[src/rtl/uart_pkg.sv]
// ============================================================================
//  Module  : uart_pkg
//  Brief   : Shared UART constants and receiver state encoding.
//  Revision: 1.0 - initial release
// ============================================================================
`default_nettype none

package uart_pkg;

   localparam int UART_OVERSAMPLE = 16;
   localparam int UART_DATA_BITS  = 8;

   typedef enum logic [2:0] {
      ST_IDLE  = 3'd0,
      ST_START = 3'd1,
      ST_DATA  = 3'd2,
      ST_STOP  = 3'd3,
      ST_BREAK = 3'd4
   } uart_state_e;

endpackage

`default_nettype wire

[src/rtl/uart_baud_tick.sv]
// ============================================================================
//  Module  : uart_baud_tick
//  Brief   : Oversample tick generator; period is clk_div+1 clk cycles.
//  Revision: 1.0 - initial release
// ============================================================================
`default_nettype none

module uart_baud_tick #(
   parameter int DIV_W = 16
) (
   input  logic             clk,
   input  logic             reset_n,
   input  logic [DIV_W-1:0] clk_div,
   input  logic             restart,
   output logic             tick
);

   logic [DIV_W-1:0] r_cnt;

   // clk_div is only picked up at reload, so a mid-period change never truncates a tick
   always_ff @(posedge clk or negedge reset_n) begin
      if (!reset_n) begin
         r_cnt <= '0;
      end else if (restart || (r_cnt == '0)) begin
         r_cnt <= clk_div;
      end else begin
         r_cnt <= r_cnt - DIV_W'(1);
      end
   end

   assign tick = (r_cnt == '0);

endmodule

`default_nettype wire

[src/rtl/uart_rx.sv]
// ============================================================================
//  Module  : uart_rx
//  Brief   : 8N1 UART receiver, 16x oversampled, single-entry holding register.
//  Revision: 1.0 - initial release
// ============================================================================
`default_nettype none

module uart_rx
   import uart_pkg::*;
#(
   parameter int OVERSAMPLE = UART_OVERSAMPLE,
   parameter int DIV_W      = 16
) (
   input  logic                      clk,
   input  logic                      reset_n,
   input  logic [DIV_W-1:0]          clk_div,
   input  logic                      rx,
   output logic                      rx_valid,
   output logic [UART_DATA_BITS-1:0] rx_data,
   input  logic                      rx_ready,
   output logic                      framing_err,
   output logic                      overrun
);

   localparam int                c_OS_W     = $clog2(OVERSAMPLE);
   localparam int                c_BIT_W    = $clog2(UART_DATA_BITS);
   localparam logic [c_OS_W-1:0]  c_OS_HALF  = c_OS_W'(OVERSAMPLE / 2 - 1);
   localparam logic [c_OS_W-1:0]  c_OS_LAST  = c_OS_W'(OVERSAMPLE - 1);
   localparam logic [c_BIT_W-1:0] c_BIT_LAST = c_BIT_W'(UART_DATA_BITS - 1);

   logic [1:0]                r_sync;
   logic                      w_sync_rx;
   uart_state_e               r_state;
   uart_state_e               w_state_next;
   logic [c_OS_W-1:0]         r_os_cnt;
   logic [c_BIT_W-1:0]        r_bit_idx;
   logic [UART_DATA_BITS-1:0] r_shift;

   logic w_tick;
   logic w_restart;
   logic w_os_clr;
   logic w_bit_clr;
   logic w_shift_en;
   logic w_deliver;
   logic w_ferr;

   assign w_sync_rx = r_sync[1];

   uart_baud_tick #(
      .DIV_W (DIV_W)
   ) u_baud_tick (
      .clk     (clk),
      .reset_n (reset_n),
      .clk_div (clk_div),
      .restart (w_restart),
      .tick    (w_tick)
   );

   always_ff @(posedge clk or negedge reset_n) begin
      if (!reset_n) begin
         r_state <= ST_IDLE;
      end else begin
         r_state <= w_state_next;
      end
   end

   always_comb begin
      w_state_next = r_state;
      w_restart    = 1'b0;
      w_os_clr     = 1'b0;
      w_bit_clr    = 1'b0;
      w_shift_en   = 1'b0;
      w_deliver    = 1'b0;
      w_ferr       = 1'b0;
      case (r_state)
         ST_IDLE: begin
            // Reloading the tick counter on the edge anchors every sample point to it
            if (!w_sync_rx) begin
               w_state_next = ST_START;
               w_restart    = 1'b1;
               w_os_clr     = 1'b1;
            end
         end
         ST_START: begin
            if (w_tick && (r_os_cnt == c_OS_HALF)) begin
               w_os_clr     = 1'b1;
               w_bit_clr    = 1'b1;
               w_state_next = w_sync_rx ? ST_IDLE : ST_DATA;
            end
         end
         ST_DATA: begin
            if (w_tick && (r_os_cnt == c_OS_LAST)) begin
               w_os_clr   = 1'b1;
               w_shift_en = 1'b1;
               if (r_bit_idx == c_BIT_LAST) begin
                  w_state_next = ST_STOP;
               end
            end
         end
         ST_STOP: begin
            if (w_tick && (r_os_cnt == c_OS_LAST)) begin
               w_os_clr = 1'b1;
               if (w_sync_rx) begin
                  w_deliver    = 1'b1;
                  w_state_next = ST_IDLE;
               end else begin
                  w_ferr       = 1'b1;
                  w_state_next = ST_BREAK;
               end
            end
         end
         ST_BREAK: begin
            if (w_sync_rx) begin
               w_state_next = ST_IDLE;
            end
         end
         default: w_state_next = ST_IDLE;
      endcase
   end

   always_ff @(posedge clk or negedge reset_n) begin
      if (!reset_n) begin
         r_sync      <= 2'b11;
         r_os_cnt    <= '0;
         r_bit_idx   <= '0;
         r_shift     <= '0;
         rx_valid    <= 1'b0;
         rx_data     <= '0;
         framing_err <= 1'b0;
         overrun     <= 1'b0;
      end else begin
         r_sync      <= {r_sync[0], rx};
         framing_err <= w_ferr;
         overrun     <= 1'b0;

         if (w_os_clr) begin
            r_os_cnt <= '0;
         end else if (w_tick) begin
            r_os_cnt <= r_os_cnt + c_OS_W'(1);
         end

         if (w_bit_clr) begin
            r_bit_idx <= '0;
         end else if (w_shift_en) begin
            r_bit_idx <= r_bit_idx + c_BIT_W'(1);
         end

         if (w_shift_en) begin
            r_shift <= {w_sync_rx, r_shift[UART_DATA_BITS-1:1]};
         end

         // A read in the delivery cycle frees the slot, so the new byte replaces the old
         if (w_deliver) begin
            if (!rx_valid || rx_ready) begin
               rx_data  <= r_shift;
               rx_valid <= 1'b1;
            end else begin
               overrun <= 1'b1;
            end
         end else if (rx_valid && rx_ready) begin
            rx_valid <= 1'b0;
         end
      end
   end

endmodule

`default_nettype wire

[config.mk]
export PLATFORM = sky130hd
export DESIGN_NAME = uart_rx
export DESIGN_NICKNAME = d
export VERILOG_FILES = /design/src/rtl/uart_pkg.sv /design/src/rtl/uart_baud_tick.sv /design/src/rtl/uart_rx.sv
export SDC_FILE = /design/constraint.sdc
export NUM_CORES = 1
export LEC_CHECK = 0
export ABC_CLOCK_PERIOD_IN_PS = 4630
export BUFFER_PORTS_ARGS = -buffer_cell sky130_fd_sc_hd__buf_2
export CORE_UTILIZATION = 55
export CTS_BUF_LIST = sky130_fd_sc_hd__clkbuf_4 sky130_fd_sc_hd__clkbuf_8
export CTS_CLUSTER_DIAMETER = 150
export DETAILED_ROUTE_END_ITERATION = 10
export GPL_TIMING_DRIVEN = 0
export MAX_ROUTING_LAYER = met4
export PLACE_DENSITY = 0.77
export SYNTH_ARGS = -nofsm -noshare
export SYNTH_HDL_FRONTEND = slang
export SYNTH_SLANG_ARGS = --single-unit
[constraint.sdc]
create_clock -name clk -period 4.63 [get_ports clk]
set_clock_uncertainty 0.05 [all_clocks]
set_input_delay 0 -clock clk [delete_from_list [all_inputs] [get_ports clk]]
set_output_delay 0 -clock clk [all_outputs]
set_load 0.05 [all_outputs]
Yosys cells after proc, flatten, opt, wreduce, memory -nomap -nowiden
Index checks and enable logic that the tools add are counted.
- add/subtract/negate cells: 3
- equality and inequality tests: 14
- multiplexer cells: 31
- reduce and logical (&&, ||, !) cells: 15
- operators with widths (kind ; number):
    $mux W3 ; 9
    $logic_not A16 Y1 ; 1
    $mux W1 ; 16
    $mux W16 ; 1
    $sub A16 B1 Y16 const B ; 1
    $pmux W3 S5 ; 1
    $ne A2 B2 Y1 const B ; 6
    $mux W4 ; 2
    $eq A3 B2 Y1 const B ; 2
    $eq A3 B3 Y1 const B ; 2
    $reduce_and A6 Y1 ; 1
    $reduce_bool A2 Y1 ; 3
    $add A4 B1 Y4 const B ; 1
    $eq A4 B3 Y1 const B ; 1
    $eq A4 B4 Y1 const B ; 1
    $reduce_and A2 Y1 ; 2
    $add A3 B1 Y3 const B ; 1
    $eq A3 B1 Y1 const B ; 1
    $logic_and A1 B1 Y1 ; 3
    $logic_not A3 Y1 ; 1
    $pmux W1 S3 ; 1
    $logic_or A1 B1 Y1 ; 2
    $mux W2 ; 1
    $ne A2 B1 Y1 const B ; 1
    2 further kinds ; 2
- bits in registers: 47
- input port bits: 20
- output and inout bits: 11
- word-level logic and storage cells: 73

Longest topological paths before layout
- depth in word-level cells: 6
- gate-level depth with buffers: 8
- mapped depth without buffers: 6

Hierarchy
A second synthesis with hierarchy kept.
- cells, all modules: 200
- area total of the unflattened synthesis: 2318.5 um^2
- modules (own cells, without submodules) (module ; times used ; cells each ; area an instance (um^2)):
    uart_rx ; 1 ; 108 ; 1398.8
    uart_baud_tick ; 1 ; 92 ; 919.6

Worst setup path before layout
No wires, ideal clock.
- path type: register -> register
- start: register u_baud_tick.r_cnt[0]
- end: register u_baud_tick.r_cnt[10]
- setup time: 0.125 ns
- arrival time: 1.926 ns
- data required time: 4.455 ns
- slack: 2.529 ns
- cell stages (with the launch flop): 9
- path buffers: 2
- period minus slack after synthesis: 2.101 ns
- cells stage by stage: dfrtp_1 > inv_1 > ha_1 > nor3b_2 > and4_2 > buf_2 > a21oi_2 > buf_6 > mux2_2
- longest elaborated chain between the ends: 3
- elaborated cells between the ends (all ways): 4
- classes of those cells: add/sub: 1; mux: 1; reduce/logical: 2
- RTL lines (element ; RTL line ; source):
    start, declared ; uart_baud_tick.sv:18 ; logic [DIV_W-1:0] r_cnt;
    start signal, assigned ; uart_baud_tick.sv:25 ; r_cnt <= clk_div;
    start signal, assigned ; uart_baud_tick.sv:27 ; r_cnt <= r_cnt - DIV_W'(1);
    branches (longest 2 deep; another with $sub A16 B1 Y16) ; -- ;
    $mux W16 (*) ; uart_baud_tick.sv:24 ; end else if (restart || (r_cnt == '0)) begin
Every way passes the cells marked *.
A chain may end at the register's enable or synchronous reset.

Worst setup path in the final report
- start: register u_baud_tick.r_cnt[0]
- end: register rx_data[1]
- longest elaborated chain between the ends: 5
- RTL lines (element ; RTL line ; source):
    $logic_not A16 Y1 ; uart_baud_tick.sv:31 ; assign tick = (r_cnt == '0);
    $logic_and A1 B1 Y1 ; uart_rx.sv:101 ; if (w_tick && (r_os_cnt == c_OS_LAST)) begin
    $mux W1 ; uart_rx.sv:101 ;
    $mux W1 ; uart_rx.sv:75 ; case (r_state)
    $reduce_and A2 Y1 (no source line) ; -- ;
    end signal, assigned ; uart_rx.sv:155 ; rx_data <= r_shift;
    end, declared ; uart_rx.sv:19 ; output logic [UART_DATA_BITS-1:0] rx_data,
No other way between the ends.

==> flow_summary.yaml <==
routing:
  routed_via_density: 5.54
  antenna_left: 0
  wl_mm: 4.43
  vias: 1633
  drc: 0
  wire_per_inst_um: 15.0
  drtIter0Drc: 110
  drt_pass1_iterations: 4
sta:
  slew_headroom_pct: 32.0
  period_minus_slack_ns: 2.37
  hold_viol_final: 0
  tightest_slew_ns: 1.02
  drv_slew: 0
  setup_tns_ns: 0
  rsz0062_at_grt: "false"
  fmax_ghz: 0.421
  setup_viol: 0
  fin_crit_sh_pct: 51.3
synth:
  async_flop_share_pct: 100
  synth_warnings: 0
  syn_area_sq_um: 2310
  synth_top_area_share_pct: 48.6
  ys_top_cells_by_area: "dfrtp_1, mux2_2, xnor2_1, ha_1, dfstp_2"
  synth_seq_cells: 47
  synth_cells: 188
  synth_cell_types: 42
  synth.top_cells.by_count: "dfrtp_1, mux2_2, xnor2_1, nor2_1, nand4_1"
  syn_area_per_cell_sq_um: 12.3
  synth-seq-area-share_pct: 50.9
  synth_edf_count: 0
  synth-main-ff-cell: "dfrtp_1"
  yosys.area.top_type: "dfrtp_1"
  yosysMostFrequentCell: "dfrtp_1"
  syn_nets: 213
setup_path:
  required_ns: 4.77
  crit_arrival_ns: 2.51
  r2r_slack_ns: 2.26
  worstSetupEndpoint: "rx_data[1]"
  path_max_fanout: 8
  r2r_cells: 6
  worst_setup_path_end_kind: "flop"
  rr_endpoint: "rx_data[1]"
  crit_type: "flop to flop"
  crit_path_start_kind: "flop"
  crit_start: "u_baud_tick.r_cnt[0]"
  r2r-start: "u_baud_tick.r_cnt[0]"
global_route:
  grt_max_degree: 48
  grt_use_met3_pct: 6.34
  use_met2_pct: 34.2
  overflow: 0
  grt_pass1_vias: 1522
  grtUsageTotal_pct: 23.1
  grt_pass1_wl_mm: 7.20
  antenna_found_initial: 0
  grt_use_met1_pct: 30.7
  gr-max-usage-layer: "met2"
die:
  fp.dieH_um: 66.9
  start_util_pct: 57.5
  die_w_um: 66.9
  core-area_sq_um: 4030
  rows: 23
  die_area_sq_um: 4470
  pin_count: 31
clock_network:
  cts_max_path_buffers: 2
  cts_sinks: 47
  postCtsResizedCells: 0
  cts_inserted_buffers: 5
  cts_tree: "yes"
  htreeDepth: 2
  clk_pin_slew_ns: 0.09
  insertion_delay_ns: 0.30
  root_buffer: "clkbuf_8"
final_layout:
  fin_nets: 269
  synthToLayoutAreaGrowth_pct: 22.4
  num_antenna_cells: 0
  fillers: 288
  multi_input_area_sq_um: 1080
  regArea_sq_um: 1180
  drive_gt1_share_pct: 35.5
run_status:
  status: "completed"
pwr:
  p_per_area_nw_per_um2: 365
  leakagePower_nw: 1.34
  ir_worst_vdd_mv: 0.257
  p_total_mw: 1.03
hold_path:
  hp-class: "primary input to flop"
flow_run:
  maxCapViolations: 0
placement:
  hpwlAfterDp_mm: 2.79
  port_buffers: 30
  globalplace.congestion: 0.864
[final cells by class]
cell class,count,share of cell area (%)
Sequential cell,47,41.6
Multi-Input combinational cell,129,38.0
Timing Repair Buffer,49,12.0
Clock buffer,5,2.43
Tap cell,50,2.21
Clock inverter,3,1.68
Buffer,6,1.32
Inverter,6,0.795
[cell usage in the layout (no fill, tap or decap), drive strengths merged]
master	instances
clkbuf	6
nor2	11
and3b	1
and3	2
xnor2	12
or3b	1
inv	7
and4	1
bufinv	1
a41oi	1
dlygate4sd3	19
mux2	32
nor3	5
a22o	3
or2	1
dfrtp	45
a311oi	2
o21ai	4
o22ai	1
nand4	9
a211oi	1
a31oi	1
nand4b	2
a22oi	2
clkinv	1
a21oi	4
nor3b	2
nand3	4
xor2	4
or3	3
nand2	6
dfstp	2
nor4	7
ha	5
mux2i	2
buf	35
[registers in the layout, indices dropped and copies added (netlist names)]
name / count
rx_data: 8
u_baud_tick.r_cnt: 16
r_bit_idx: 3
framing_err: 1
r_state: 3
r_shift: 8
rx_valid: 1
r_sync: 2
r_os_cnt: 4
overrun: 1
[through the flow]
stage / std cells / util (%) / instance area [sq um] / hold slack, ns / worst slack, ns
floorplan: 188 / - / 2310 / -0.346 / 2.53
global placement: 268 / 62.7 / 2530 / 0.0618 / 2.34
detailed placement: 268 / 62.7 / 2530 / 0.0562 / 2.30
CTS: 295 / 70.3 / 2830 / 0.269 / 2.29
global route: 295 / 70.3 / 2830 / 0.282 / 2.14
finish: 295 / 70.3 / 2830 / 0.273 / 2.26
[kinds of logic (layout without fill, tap and decap cells)]
family                     Yosys count  after routing  share of synthesized area [%]
and+or+nand+nor                     55             55                           15.6
DFF                                 47             47                           50.9
muxes                               34             34                           16.4
AOI/OAI and AO/OA                   19             19                           5.68
xor gates and xnor gates            16             16                           6.05
buffers and inverters               12             69                           2.59
adders and majority gates            5              5                           2.70
[worst min path at each step]
stage,startpoint,endpoint,slack (ns),cells after the start
final,rx,r_sync[0],0.27,2
after global routing,rx,r_sync[0],0.28,2
after CTS,rx,r_sync[0],0.27,2
after detailed placement,rx,r_sync[0],0.06,1
after global placement,rx,r_sync[0],0.06,1
after floorplan,reset_n,framing_err,-0.35,0
[what timing repair did]
| action | in CTS | in global routing |
|---|---|---|
| hold endpoints to repair | 64 | 0 |
| hold buffers | 19 | 0 |
| buffers inserted | 0 | 0 |
[per-layer routing]
metal	wire length [um]	vias to the layer above
li1	-	800
met1	2110	797
met2	2150	30
met3	126	6
met4	41	0
met5	0	-
[power breakdown]
| group | internal, mW | leakage [nW] | switching, mW | total (mW) |
|---|---|---|---|---|
| combinational | 0.109 | 0.674 | 0.0835 | 0.193 |
| clock | 0.164 | 0.0587 | 0.145 | 0.309 |
| sequential | 0.461 | 0.608 | 0.0714 | 0.532 |
[critical path: stages (launching register included)]
cell and delay (ns):
dfrtp_1 0.40, inv_1 0.13, ha_1 0.15, nor3b_2 0.27
nand4_2 0.19, nor4_4 0.66, mux2_2 0.41
Note: power is estimated with default switching activity, not from simulation.
